==> src/rtl/imem_loader.sv <==
// Host-link loader: assembles framed big-endian byte streams into 32-bit words,
// writes them into instruction or data memory, and gates the processor reset.
module imem_loader #(
  parameter int unsigned ADDR_W    = 10,
  parameter logic [7:0]  CMD_INSTR = 8'hA5,
  parameter logic [7:0]  CMD_DATA  = 8'h5A,
  parameter logic [7:0]  CMD_RUN   = 8'hC3,
  parameter logic [7:0]  CMD_HALT  = 8'h3C
) (
  input  logic              clk,
  input  logic              rst,
  input  logic              in_valid,
  input  logic [7:0]        in_byte,
  output logic              in_ready,
  output logic [31:0]       instr,
  output logic [ADDR_W-1:0] instr_addr,
  output logic              ins_we,
  output logic [31:0]       data,
  output logic [ADDR_W-1:0] data_addr,
  output logic              data_we,
  output logic              proc_rst,
  output logic              busy,
  output logic              err
);

  localparam int unsigned CNT_W = 16;
  localparam int unsigned SHR_W = 24;

  typedef enum logic [2:0] {
    IDLE    = 3'd0,
    ADDR_LO = 3'd1,
    ADDR_HI = 3'd2,
    CNT_LO  = 3'd3,
    CNT_HI  = 3'd4,
    WORD    = 3'd5,
    WRITE   = 3'd6
  } state_e;

  state_e              state_q, state_d;
  logic                tgt_data_q, tgt_data_d;
  logic [ADDR_W-1:0]   addr_q, addr_d;
  logic [CNT_W-1:0]    cnt_q, cnt_d;
  logic [1:0]          idx_q, idx_d;
  logic [SHR_W-1:0]    shreg_q, shreg_d;
  logic                proc_rst_q, proc_rst_d;
  logic                err_q, err_d;
  logic                ins_we_q, ins_we_d;
  logic                data_we_q, data_we_d;
  logic [31:0]         instr_q, instr_d;
  logic [31:0]         data_q, data_d;
  logic [ADDR_W-1:0]   instr_addr_q, instr_addr_d;
  logic [ADDR_W-1:0]   data_addr_q, data_addr_d;
  logic                accept;

  // Handshake and status decode straight from the state
  assign in_ready = (state_q != WRITE);
  assign busy     = (state_q != IDLE);
  assign accept   = in_valid & in_ready;

  // State and registered-output update
  always_ff @(posedge clk or negedge rst) begin
    if (!rst) begin
      state_q      <= IDLE;
      tgt_data_q   <= 1'b0;
      addr_q       <= '0;
      cnt_q        <= '0;
      idx_q        <= '0;
      shreg_q      <= '0;
      proc_rst_q   <= 1'b1;
      err_q        <= 1'b0;
      ins_we_q     <= 1'b0;
      data_we_q    <= 1'b0;
      instr_q      <= '0;
      data_q       <= '0;
      instr_addr_q <= '0;
      data_addr_q  <= '0;
    end else begin
      state_q      <= state_d;
      tgt_data_q   <= tgt_data_d;
      addr_q       <= addr_d;
      cnt_q        <= cnt_d;
      idx_q        <= idx_d;
      shreg_q      <= shreg_d;
      proc_rst_q   <= proc_rst_d;
      err_q        <= err_d;
      ins_we_q     <= ins_we_d;
      data_we_q    <= data_we_d;
      instr_q      <= instr_d;
      data_q       <= data_d;
      instr_addr_q <= instr_addr_d;
      data_addr_q  <= data_addr_d;
    end
  end

  // Frame parser; strobes are set on the 4th-byte edge so they are high during WRITE
  always_comb begin
    state_d      = state_q;
    tgt_data_d   = tgt_data_q;
    addr_d       = addr_q;
    cnt_d        = cnt_q;
    idx_d        = idx_q;
    shreg_d      = shreg_q;
    proc_rst_d   = proc_rst_q;
    err_d        = 1'b0;
    ins_we_d     = 1'b0;
    data_we_d    = 1'b0;
    instr_d      = instr_q;
    data_d       = data_q;
    instr_addr_d = instr_addr_q;
    data_addr_d  = data_addr_q;

    unique case (state_q)
      IDLE: begin
        if (accept) begin
          if (((in_byte == CMD_INSTR) || (in_byte == CMD_DATA)) && proc_rst_q) begin
            tgt_data_d = (in_byte == CMD_DATA);
            state_d    = ADDR_LO;
          end else if (in_byte == CMD_RUN) begin
            proc_rst_d = 1'b0;
          end else if (in_byte == CMD_HALT) begin
            proc_rst_d = 1'b1;
          end else begin
            err_d = 1'b1;
          end
        end
      end

      ADDR_LO: begin
        if (accept) begin
          shreg_d = {shreg_q[SHR_W-9:0], in_byte};
          state_d = ADDR_HI;
        end
      end

      ADDR_HI: begin
        if (accept) begin
          addr_d  = ADDR_W'({in_byte, shreg_q[7:0]});
          state_d = CNT_LO;
        end
      end

      CNT_LO: begin
        if (accept) begin
          cnt_d   = CNT_W'(in_byte);
          state_d = CNT_HI;
        end
      end

      CNT_HI: begin
        if (accept) begin
          cnt_d   = {in_byte, cnt_q[7:0]};
          idx_d   = 2'd0;
          state_d = (cnt_d == '0) ? IDLE : WORD;
        end
      end

      WORD: begin
        if (accept) begin
          shreg_d = {shreg_q[SHR_W-9:0], in_byte};
          if (idx_q == 2'd3) begin
            idx_d   = 2'd0;
            state_d = WRITE;
            if (tgt_data_q) begin
              data_we_d   = 1'b1;
              data_d      = {shreg_q, in_byte};
              data_addr_d = addr_q;
            end else begin
              ins_we_d     = 1'b1;
              instr_d      = {shreg_q, in_byte};
              instr_addr_d = addr_q;
            end
          end else begin
            idx_d = idx_q + 2'd1;
          end
        end
      end

      WRITE: begin
        addr_d  = addr_q + ADDR_W'(1);
        cnt_d   = cnt_q - CNT_W'(1);
        state_d = (cnt_q == CNT_W'(1)) ? IDLE : WORD;
      end

      default: state_d = IDLE;
    endcase
  end

  assign proc_rst   = proc_rst_q;
  assign err        = err_q;
  assign ins_we     = ins_we_q;
  assign data_we    = data_we_q;
  assign instr      = instr_q;
  assign data       = data_q;
  assign instr_addr = instr_addr_q;
  assign data_addr  = data_addr_q;

endmodule

==> config.mk <==
export PLATFORM = sky130hd
export DESIGN_NAME = imem_loader
export DESIGN_NICKNAME = d
export VERILOG_FILES = /design/src/rtl/imem_loader.sv
export SDC_FILE = /design/constraint.sdc
export NUM_CORES = 1
export LEC_CHECK = 0
export BUFFER_PORTS_ARGS = -buffer_cell sky130_fd_sc_hd__buf_4
export CORE_MARGIN = 8
export CORE_UTILIZATION = 37
export DETAILED_ROUTE_END_ITERATION = 10
export PLACE_DENSITY = 0.58
export SYNTH_ARGS = -nofsm -noshare
export SYNTH_HDL_FRONTEND = slang
export SYNTH_SLANG_ARGS = --single-unit
==> constraint.sdc <==
create_clock -name clk -period 2.18 [get_ports clk]
set_input_delay 0 -clock clk [delete_from_list [all_inputs] [get_ports clk]]
set_output_delay 0 -clock clk [all_outputs]
set_load 0.02 [all_outputs]
==> reports/metrics.yaml, run 1 <==
setup.worst_path.start_class: "register"
die-area_mm2: 0.0211
type_of_the_worst_min_delay_path: "input pin to async pin"
fp.dieH_um: 145
mappedNetlistNets: 547
cts_made_buffers: 17
detail_route.first_pass.iterations: 4
core_region_area_mm2: 0.0165
overflow: 0
ctsResizeCount: 0
worst_path_largest_cell_delay_ps: 560
antenna_found_initial: 0
top_layer_used: "met4"
grt_first_pass_wirelength_mm: 25.8
postLayoutSetupSlackWorst_ps: 187
worst-endpoint-arrival_ps: 2300
top_level_ports: 101
final_critical_path_time_including_i_o_delays_and_setup_ps: 1990
worst_setup_path_end_kind: "register"
post_drt_wl_per_cell_um: 17.3
pre_cts_ws_ps: 204
report.final.hold_viol_count: 0
post_synthesis_sequential_element_count: 144
timing.setup.tns_ps: 0
gp_congestion: 0.875
clock_sinks: 144
placementRows: 47
crit_path_cell_trace: "or4_4 > or4_4 > nor4_2 > o211a_1 > o21bai_1"
clockBufferDepth: 2
wl_met3_um: 899
routed_wirelength_mm: 15.2
critical_path.most_common_cell: "sky130_fd_sc_hd__or4_4"
antenna_cells: 0
worst_slew_margin_rel: 0.556
drc: 0
insertion_delay_ps: 430
final_util: 0.478
fin_crit_sh: 0.914
synth_ff_type: "sky130_fd_sc_hd__dfrtp_1"
setup_viol: 0
yosysSeqAreaShare: 0.584
synth-async-reset-ratio: 1.00
synthToLayoutAreaGrowth_pct: 27.7
cellLeakagePower_nw: 4.04
layoutNonFillerInstCount: 880
viasPerCell: 5.18
postRouteAntennaNets: 0
achievable_freq_mhz: 502
syn_area_per_cell_um2: 11.6
synthCells: 532
dieWidth_um: 145
status: "finished clean"
cp.required_ps: 2490
initial_core_util: 0.375
detail_route.iter0.violations: 372
critical-path-slowest-cell: "sky130_fd_sc_hd__or4_4"
synthesis.area_mm2: 0.00617
layout.nets: 662
m1WireLength_mm: 6.90
placed_cells: 838
cts_root_buf: "sky130_fd_sc_hd__clkbuf_16"
global_route.usage.total: 0.152
timing.max_cap.violations: 0
irDropWorstVdd_v: 0.000601
met2WireLength_mm: 7.20
fin_total_pwr_mw: 8.45
drive_gt1_frac: 0.239
number_of_slew_limit_violations_in_the_final_report: 0
grt_max_degree: 54
synth_enable_flop_cells: 0
first_global_vias: 4786
cellPowerDensity_mw_per_mm2: 1070
detailed_place_hpwl_mm: 10.7
finalClockSkew_ps: 7.33
number_of_different_library_cells_in_the_post_synthesis_netlist: 50
rsz0062_at_grt: "no"
htree_num_levels: 4
ys_warn_count: 0
critPathMaxFanout: 5
crit_type: "register to register"
clk_transition_reported_paths_ps: 60
worstMarginPinSlew_ps: 666
port_buffers: 100
clock_tree_from_tritoncts: "built"
dr_total_vias: 4554
[stage by stage]
stage | instance area (um2) | hold slack, ps
floorplan | 6170 | -296
global placement | 7200 | -70.7
detailed placement | 7200 | -69.2
CTS | 7880 | 45.5
global route | 7880 | 79.1
finish | 7880 | 57.9
[cell type report]
type / count / area [um2]
Inverter: 6 / 22.5
Fill cell: 1522 / 8590
Sequential cell: 144 / 3600
Multi-Input combinational cell: 356 / 2430
Timing Repair Buffer: 122 / 970
Clock inverter: 11 / 133
Clock buffer: 21 / 440
Tap cell: 220 / 275
[sequential cells by signal (all words and copies together), names as in the netlist]
signal and count:
instr_addr 10, state_q 3, instr 32, data 32
data_we 1, ins_we 1, shreg_q 24, err 1
data_addr 10, tgt_data_q 1, addr_q 10, proc_rst 1
cnt_q 16, idx_q 2
[routing by layer]
metal | global-route usage | vias to the layer above
met5 | 0 | -
met4 | 0.0635 | 0
met3 | 0.0451 | 24
met2 | 0.242 | 119
met1 | 0.191 | 2295
li1 | - | 2116
[Yosys cell counts (all sizes together) (2+ instances only)]
library cell,number,area [um2]
a21oi,12,60.1
a221o,6,60.1
a22oi,6,45.0
a31oi,3,18.8
a32oi,2,17.5
and3,4,25.0
and4bb,4,50.1
buf,10,50.1
clkbuf,16,60.1
dfrtp,143,3580
ha,4,50.1
inv,6,22.5
mux2,84,946
nand2,106,398
nand3,11,55.1
nand3b,2,15.0
nand4,8,50.1
nor2,32,120
nor2b,4,25.0
nor3,5,36.3
nor4,7,56.3
o211ai,5,37.5
o21a,3,22.5
o21ai,18,90.1
o221a,2,22.5
o22ai,3,18.8
o311ai,4,35.0
or4,2,22.5
xnor2,3,26.3
xor2,2,17.5
[critical path, delay by kind of cell (launching register included)]
kind | cells | cell delay [ps]
DFF | 1 | 430
AOI/OAI and AO/OA | 2 | 250
and+or+nand+nor | 3 | 1190
[final timing paths]
kind                                        endpoint  slack [ps]  cells after the start                 startpoint
max in group asynchronous       data[28]$_DFFE_PN0P_        1390                      3                        rst
min in group clk              shreg_q[3]$_DFFE_PN0P_         410                      4                 in_byte[3]
setup / recovery              state_q[0]$_DFFE_PN0P_         190                      5      cnt_q[10]$_DFFE_PN0P_
hold reg to reg            instr_addr[4]$_DFFE_PN0P_         480                      1  instr_addr[4]$_DFFE_PN0P_
hold / removal                      ins_we$_DFF_PN0_          60                      2                        rst
setup reg to reg              state_q[0]$_DFFE_PN0P_         190                      5      cnt_q[10]$_DFFE_PN0P_
[layout by cell type (no fill, tap or decap), drive strengths merged, types with 3 or more instances in the layout]
cell type	n
a21oi	12
a221o	6
a22oi	6
a31oi	3
and3	4
and4bb	4
buf	112
clkbuf	21
clkinv	4
dfrtp	143
dlygate4sd3	10
ha	4
inv	9
mux2	84
nand2	106
nand3	11
nand4	8
nor2	32
nor2b	4
nor3	5
nor4	7
o211ai	5
o21a	3
o21ai	18
o22ai	3
o311ai	4
xnor2	3
[what timing repair did]
item / in CTS / in global routing
buffers inserted: 0 / 0
hold buffers: 10 / 0
endpoints found under the hold margin: 185 / 0
[report_power, final]
| group | switching [mW] | leakage (nW) | internal, mW |
|---|---|---|---|
| combinational | 0.997 | 1.83 | 0.766 |
| sequential | 0.672 | 1.93 | 3.20 |
| clock | 1.12 | 0.273 | 1.70 |
[cell families (layout without fill, tap and decap cells)]
family	count (synthesis)	after routing	synth area share
simple gates	191	191	0.145
flops	144	144	0.585
buf+inv	32	160	0.0215
xor+xnor	5	5	0.00710
fa+ha+maj	4	4	0.00812
compound gates	72	72	0.0803
mux	84	84	0.153
No activity file was read; power rests on OpenSTA's default activity.
==> run 2: changes to the inputs <==
--- a/config.mk
+++ b/config.mk
@@ -7,9 +7,9 @@
 export LEC_CHECK = 0
 export BUFFER_PORTS_ARGS = -buffer_cell sky130_fd_sc_hd__buf_4
 export CORE_MARGIN = 8
-export CORE_UTILIZATION = 37
+export CORE_UTILIZATION = 54
 export DETAILED_ROUTE_END_ITERATION = 10
-export PLACE_DENSITY = 0.58
+export PLACE_DENSITY = 0.79
 export SYNTH_ARGS = -nofsm -noshare
 export SYNTH_HDL_FRONTEND = slang
 export SYNTH_SLANG_ARGS = --single-unit
==> run 2 against run 1 <==
Sequential power about the same. Combinational power grew 3%. Sequential share of layout area rose by 0.83 points. Clock power fell by 7%. Largest cell class unchanged. Worst hold slack better by 84 ps.
==> reports/metrics.yaml, run 2 (same netlist as run 1, synthesis figures left out) <==
crit_type: "register to register"
detailed_place_hpwl_mm: 10.3  # -3.9%
viasPerCell: 5.81  # +12%
combinationalPowerShare: 0.218  # +0.009
rsz0062_at_grt: "no"
crit_path_cell_trace: "or4_4 > or4_4 > nor4_2 > o211a_1 > o21bai_1"
report.final.hold_viol_count: 0  # unchanged
htree_num_levels: 4  # unchanged
status: "finished clean"
power.share.switching: 0.330  # -0.000653
switching_power_mw: 2.74  # -1.9%
fin_crit_sh: 0.927  # +0.0133
die-area_mm2: 0.0151  # -28%
final_critical_path_time_including_i_o_delays_and_setup_ps: 2020  # +28.9 ps
timing.max_cap.violations: 0  # unchanged
cts_root_buf: "sky130_fd_sc_hd__clkbuf_16"
layout.nets: 662  # unchanged
grt_max_degree: 65  # +20%
r2r-end: "state_q[0]$_DFFE_PN0P_"
reg2reg_depth: 5  # unchanged
gp_congestion: 0.926  # +5.9%
timing.setup.tns_ps: 0  # unchanged
setup_viol: 0  # unchanged
finalClockSkew_ps: 6.61  # -0.719 ps
core_region_area_mm2: 0.0113  # -32%
postLayoutSetupSlackWorst_ps: 158  # -28.9 ps
placementRows: 39  # -17%
worst_setup_path_end_kind: "register"
type_of_the_worst_min_delay_path: "input pin to async pin"
initial_core_util: 0.547  # +0.173
detail_route.iter0.violations: 447  # +20%
clockBufferDepth: 2  # unchanged
cp.required_ps: 2480  # about the same
grt_first_pass_wirelength_mm: 24.8  # -4.0%
antenna_found_initial: 0  # unchanged
cell_area_placed_mm2: 0.00711  # -1.3%
fp.dieH_um: 123  # -15%
port_buffers: 100  # unchanged
detail_route.first_pass.iterations: 5  # +1
global_route.usage.total: 0.210  # +0.0578
clock_tree_from_tritoncts: "built"
worst_path_largest_cell_delay_ps: 560  # about the same
final_util: 0.686  # +0.208
worstMarginPinSlew_ps: 587  # -78.7 ps
timing.critical_path.from: "cnt_q[10]$_DFFE_PN0P_"
critical_path.most_common_cell: "sky130_fd_sc_hd__or4_4"
p_int_mw: 5.57  # -1.6%
critical-path-slowest-cell: "sky130_fd_sc_hd__or4_4"
cellPowerDensity_mw_per_mm2: 1070  # about the same
cts_made_buffers: 17  # unchanged
synthToLayoutAreaGrowth_pct: 25.5
irDropWorstVdd_v: 0.000564  # -6.1%
drc: 0  # unchanged
reg2reg_from: "cnt_q[10]$_DFFE_PN0P_"
fin_total_pwr_mw: 8.31  # -1.7%
insertion_delay_ps: 420  # about the same
antenna_cells: 0  # unchanged
critPathMaxFanout: 5  # unchanged
top_level_ports: 101  # unchanged
ctsResizeCount: 0  # unchanged
pre_cts_ws_ps: 199  # -5.09 ps
postRouteAntennaNets: 0  # unchanged
layout.cells.most_common_list: "sky130_fd_sc_hd__dfrtp_1 (143), sky130_fd_sc_hd__buf_4 (109), sky130_fd_sc_hd__nand2_1 (106)"
overflow: 0  # unchanged
worst-endpoint-arrival_ps: 2320  # +20 ps
post_drt_wl_per_cell_um: 18.8  # +8.3%
number_of_slew_limit_violations_in_the_final_report: 0  # unchanged
layout_commonest_cell: "sky130_fd_sc_hd__dfrtp_1"
dr_total_vias: 4644  # +2.0%
pwr-share-clk: 0.316  # -0.018
first_global_vias: 4806  # +0.42%
routed_wirelength_mm: 15.0  # -1.5%
worst_slew_margin_rel: 0.609  # +0.0525
dieWidth_um: 123  # -15%
clk_transition_reported_paths_ps: 60  # about the same
achievable_freq_mhz: 495  # -1.4%
clock_sinks: 144  # unchanged
drive_gt1_frac: 0.236  # -0.00347
sequentialPowerShare: 0.466  # +0.008
final_design_area_no_fill_mm2: 0.00774  # -1.8%
setup.worst_path.start_class: "register"
cellLeakagePower_nw: 4.02  # -0.38%
worst-r2r-setup-slack_ps: 160  # -30 ps
-- run 2: changes by cell type in the layout (fill, tap and decap cells not counted) --
cell / before / now
sky130_fd_sc_hd__clkbuf_8: 0 / 2
sky130_fd_sc_hd__clkinvlp_4: 2 / 1
sky130_fd_sc_hd__clkinv_2: 1 / 3
sky130_fd_sc_hd__bufinv_16: 2 / 1
sky130_fd_sc_hd__inv_6: 3 / 0
sky130_fd_sc_hd__clkinv_4: 3 / 1
-- run 2: per-layer routing --
layer,vias up,global-route usage,part of all wire
met1,2334,0.257,0.41
met2,167,0.340,0.49
met5,-,0,0
li1,2113,-,-
met3,30,0.0598,0.077
met4,0,0.0990,0.024
-- run 2: final cells by class --
type / count / area, um2
clock buffer: 23 / 468
clock inverter: 6 / 61.3
fill: 780 / 3530
inverter: 6 / 22.5
multi-input combinational: 356 / 2430
sequential: 144 / 3600
tap: 143 / 179
timing repair buffer: 122 / 970
-- run 2: what timing repair did --
action                                  4_1_cts  5_1_grt
endpoints found under the hold margin       102        0
setup buffers                                 0        0
hold buffers                                 10        0
endpoints found under the setup margin        0        0
-- run 2: worst max-delay path by stage --
stage | cells after the start | endpoint | slack, ps
after floorplan | 5 | state_q[0]$_DFFE_PN0P_ | 290
after global placement | 5 | state_q[0]$_DFFE_PN0P_ | 240
after detailed placement | 5 | state_q[2]$_DFFE_PN0P_ | 200
after CTS | 5 | state_q[0]$_DFFE_PN0P_ | 160
after global routing | 5 | state_q[0]$_DFFE_PN0P_ | 90
final | 5 | state_q[0]$_DFFE_PN0P_ | 160
-- run 2: critical path, delay by kind of cell (launching register included) --
family | cells | cell delay [ps]
AND/OR/NAND/NOR | 3 | 1220
flip-flops | 1 | 430
AO/OA/AOI/OAI | 2 | 250
-- run 2: power groups by stage --
stage	logic, mW	registers (mW)	clock network (mW)
3_3_place_gp	1.69	3.84	0
2_1_floorplan	1.23	3.71	0
3_5_place_dp	1.77	3.89	0
5_1_grt	2.03	3.94	2.77
4_1_cts	1.82	3.85	2.67
6_report	1.81	3.87	2.63
-- run 2: per-stage QoR --
| step | instances | hold slack, ps |
|---|---|---|
| global placement | 761 | 22.3 |
| detailed placement | 761 | 23.8 |
| floorplan | 532 | -296 |
| finish | 800 | 142 |
| CTS | 800 | 161 |
| global route | 800 | 207 |
==> run 3: changes to the inputs <==
--- a/config.mk
+++ b/config.mk
@@ -6,6 +6,7 @@
 export NUM_CORES = 1
 export LEC_CHECK = 0
 export BUFFER_PORTS_ARGS = -buffer_cell sky130_fd_sc_hd__buf_4
+export CORE_ASPECT_RATIO = 0.7
 export CORE_MARGIN = 8
 export CORE_UTILIZATION = 54
 export DETAILED_ROUTE_END_ITERATION = 10
==> run 3 against run 2 <==
Setup slack got worse by 1.2 ps. Die area is 0.36% higher. Cell count grew 1.6%. Count of clock-buffer cells in the layout is 4 lower. Register-to-register slack hardly changed. Clock power increased by 13%. Via count up 0.75%. Critical endpoint unchanged. Largest cell class unchanged. Largest power group unchanged. Highest routed layer unchanged.
==> reports/metrics.yaml, run 3 (same netlist as run 1, synthesis figures left out) <==
achievable_freq_mhz: 494  # about the same
placementRows: 32  # -18%
finalClockSkew_ps: 8.98  # +2.37 ps
grt_max_degree: 52  # -20%
timing.max_cap.violations: 0  # unchanged
worst_path_largest_cell_delay_ps: 570  # about the same
fp.dieH_um: 105  # -14%
met2_usage: 0.321  # -0.0192
setup_viol: 0  # unchanged
reg2reg_depth: 5  # unchanged
fin_crit_sh: 0.928  # about the same
critical_path.most_common_cell: "sky130_fd_sc_hd__or4_4"
cellPowerDensity_mw_per_mm2: 1110  # +2.9%
detail_route.first_pass.iterations: 5  # unchanged
status: "finished clean"
antenna_found_initial: 0  # unchanged
viasPerCell: 5.76  # -0.86%
grt.met3_usage: 0.0735  # +0.0137
clock_sinks: 144  # unchanged
worst_setup_path_end_kind: "register"
cp_top_family: "simple AND/OR/NAND/NOR gates"
top_level_ports: 101  # unchanged
overflow: 0  # unchanged
ctsResizeCount: 0  # unchanged
cts_made_buffers: 17  # unchanged
worst-r2r-setup-slack_ps: 160  # about the same
routed_wirelength_mm: 15.5  # +3.0%
port_buffers: 100  # unchanged
critical-path-slowest-cell: "sky130_fd_sc_hd__or4_4"
htree_num_levels: 4  # unchanged
cts_root_buf: "sky130_fd_sc_hd__clkbuf_16"
detail_route.iter0.violations: 336  # -25%
dr_total_vias: 4679  # +0.75%
drc: 0  # unchanged
rsz0062_at_grt: "no"
cell_area_placed_mm2: 0.00712  # +0.14%
detailed_place_hpwl_mm: 10.3  # +0.61%
irDropWorstVdd_v: 0.000709  # +26%
postRouteAntennaNets: 0  # unchanged
postLayoutSetupSlackWorst_ps: 157  # -1.17 ps
die-area_mm2: 0.0152  # +0.36%
r2r-end: "state_q[0]$_DFFE_PN0P_"
layout.cells.most_common_list: "sky130_fd_sc_hd__dfrtp_1 (143), sky130_fd_sc_hd__buf_4 (109), sky130_fd_sc_hd__nand2_1 (106)"
cellLeakagePower_nw: 4.07  # +1.0%
insertion_delay_ps: 410  # about the same
synthToLayoutAreaGrowth_pct: 27.0
initial_core_util: 0.556  # +0.00895
global_route.usage.total: 0.215  # +0.00448
post_drt_wl_per_cell_um: 19.0  # +1.4%
crit_type: "register to register"
timing.critical_path.depth: 5  # unchanged
worst_slew_margin_rel: 0.582  # -0.0269
layout_commonest_cell: "sky130_fd_sc_hd__dfrtp_1"
critPathMaxFanout: 5  # unchanged
dieWidth_um: 144  # +17%
grt_first_pass_wirelength_mm: 25.6  # +3.5%
clk_transition_reported_paths_ps: 60  # about the same
critPathBufInv: 0  # unchanged
grt-busiest-layer: "met2"
timing.setup.tns_ps: 0  # unchanged
final_critical_path_time_including_i_o_delays_and_setup_ps: 2020  # +1.17 ps
worst-endpoint-arrival_ps: 2320  # about the same
type_of_the_worst_min_delay_path: "input pin to async pin"
crit_path_cell_trace: "or4_4 > or4_4 > nor4_2 > o211a_1 > o21bai_1"
drive_gt1_frac: 0.244  # +0.00802
gr-usage-met1: 0.291  # +0.0343
clock_tree_from_tritoncts: "built"
antenna_cells: 0  # unchanged
clockBufferDepth: 2  # unchanged
gp_congestion: 0.878  # -5.2%
core_region_area_mm2: 0.0111  # -1.6%
number_of_slew_limit_violations_in_the_final_report: 0  # unchanged
timing.critical_path.from: "cnt_q[10]$_DFFE_PN0P_"
final_design_area_no_fill_mm2: 0.00783  # +1.2%
first_global_vias: 4851  # +0.94%
setup.worst_path.start_class: "register"
layout.nets: 662  # unchanged
cp.required_ps: 2480  # about the same
worstMarginPinSlew_ps: 627  # +40.3 ps
reg2reg_from: "cnt_q[10]$_DFFE_PN0P_"
report.final.hold_viol_count: 0  # unchanged
pre_cts_ws_ps: 165  # -34.0 ps
run 3: area by class of cell:
class,instances,area [um2]
inverter,6,22.5
clock buffer,19,453
sequential,144,3600
multi-input combinational,356,2430
tap,153,191
clock inverter,13,160
fill,771,3260
timing repair buffer,122,970
run 3: timing repair:
action | in CTS | in global routing
buffers inserted | 0 | 0
hold buffers | 10 | 0
hold endpoints to repair | 132 | 0
endpoints found under the setup margin | 0 | 0
run 3: worst max-delay path by stage:
stage,endpoint,slack [ps]
floorplan,state_q[0]$_DFFE_PN0P_,290
global placement,state_q[0]$_DFFE_PN0P_,200
detailed placement,state_q[0]$_DFFE_PN0P_,160
CTS,state_q[0]$_DFFE_PN0P_,150
global route,state_q[0]$_DFFE_PN0P_,60
finish,state_q[0]$_DFFE_PN0P_,160
run 3: metal layers:
metal | vias up | share of wire
li1 | 2127 | -
met5 | - | 0
met3 | 20 | 0.098
met2 | 200 | 0.45
met1 | 2332 | 0.44
met4 | 0 | 0.011
run 3: power by group:
part	switching, mW	internal [mW]
Sequential	0.677	3.20
Clock	1.12	1.86
Combinational	1.03	0.766
Total	2.83	5.83
run 3: stage by stage:
stage	utilization	hold slack [ps]	std cells	power, mW
after floorplan	-	-296	532	4.94
after global placement	0.642	-28.1	771	5.56
after detailed placement	0.642	-17.8	771	5.65
after CTS	0.706	116	813	8.66
after global routing	0.706	149	813	9.10
final	0.706	109	813	8.65
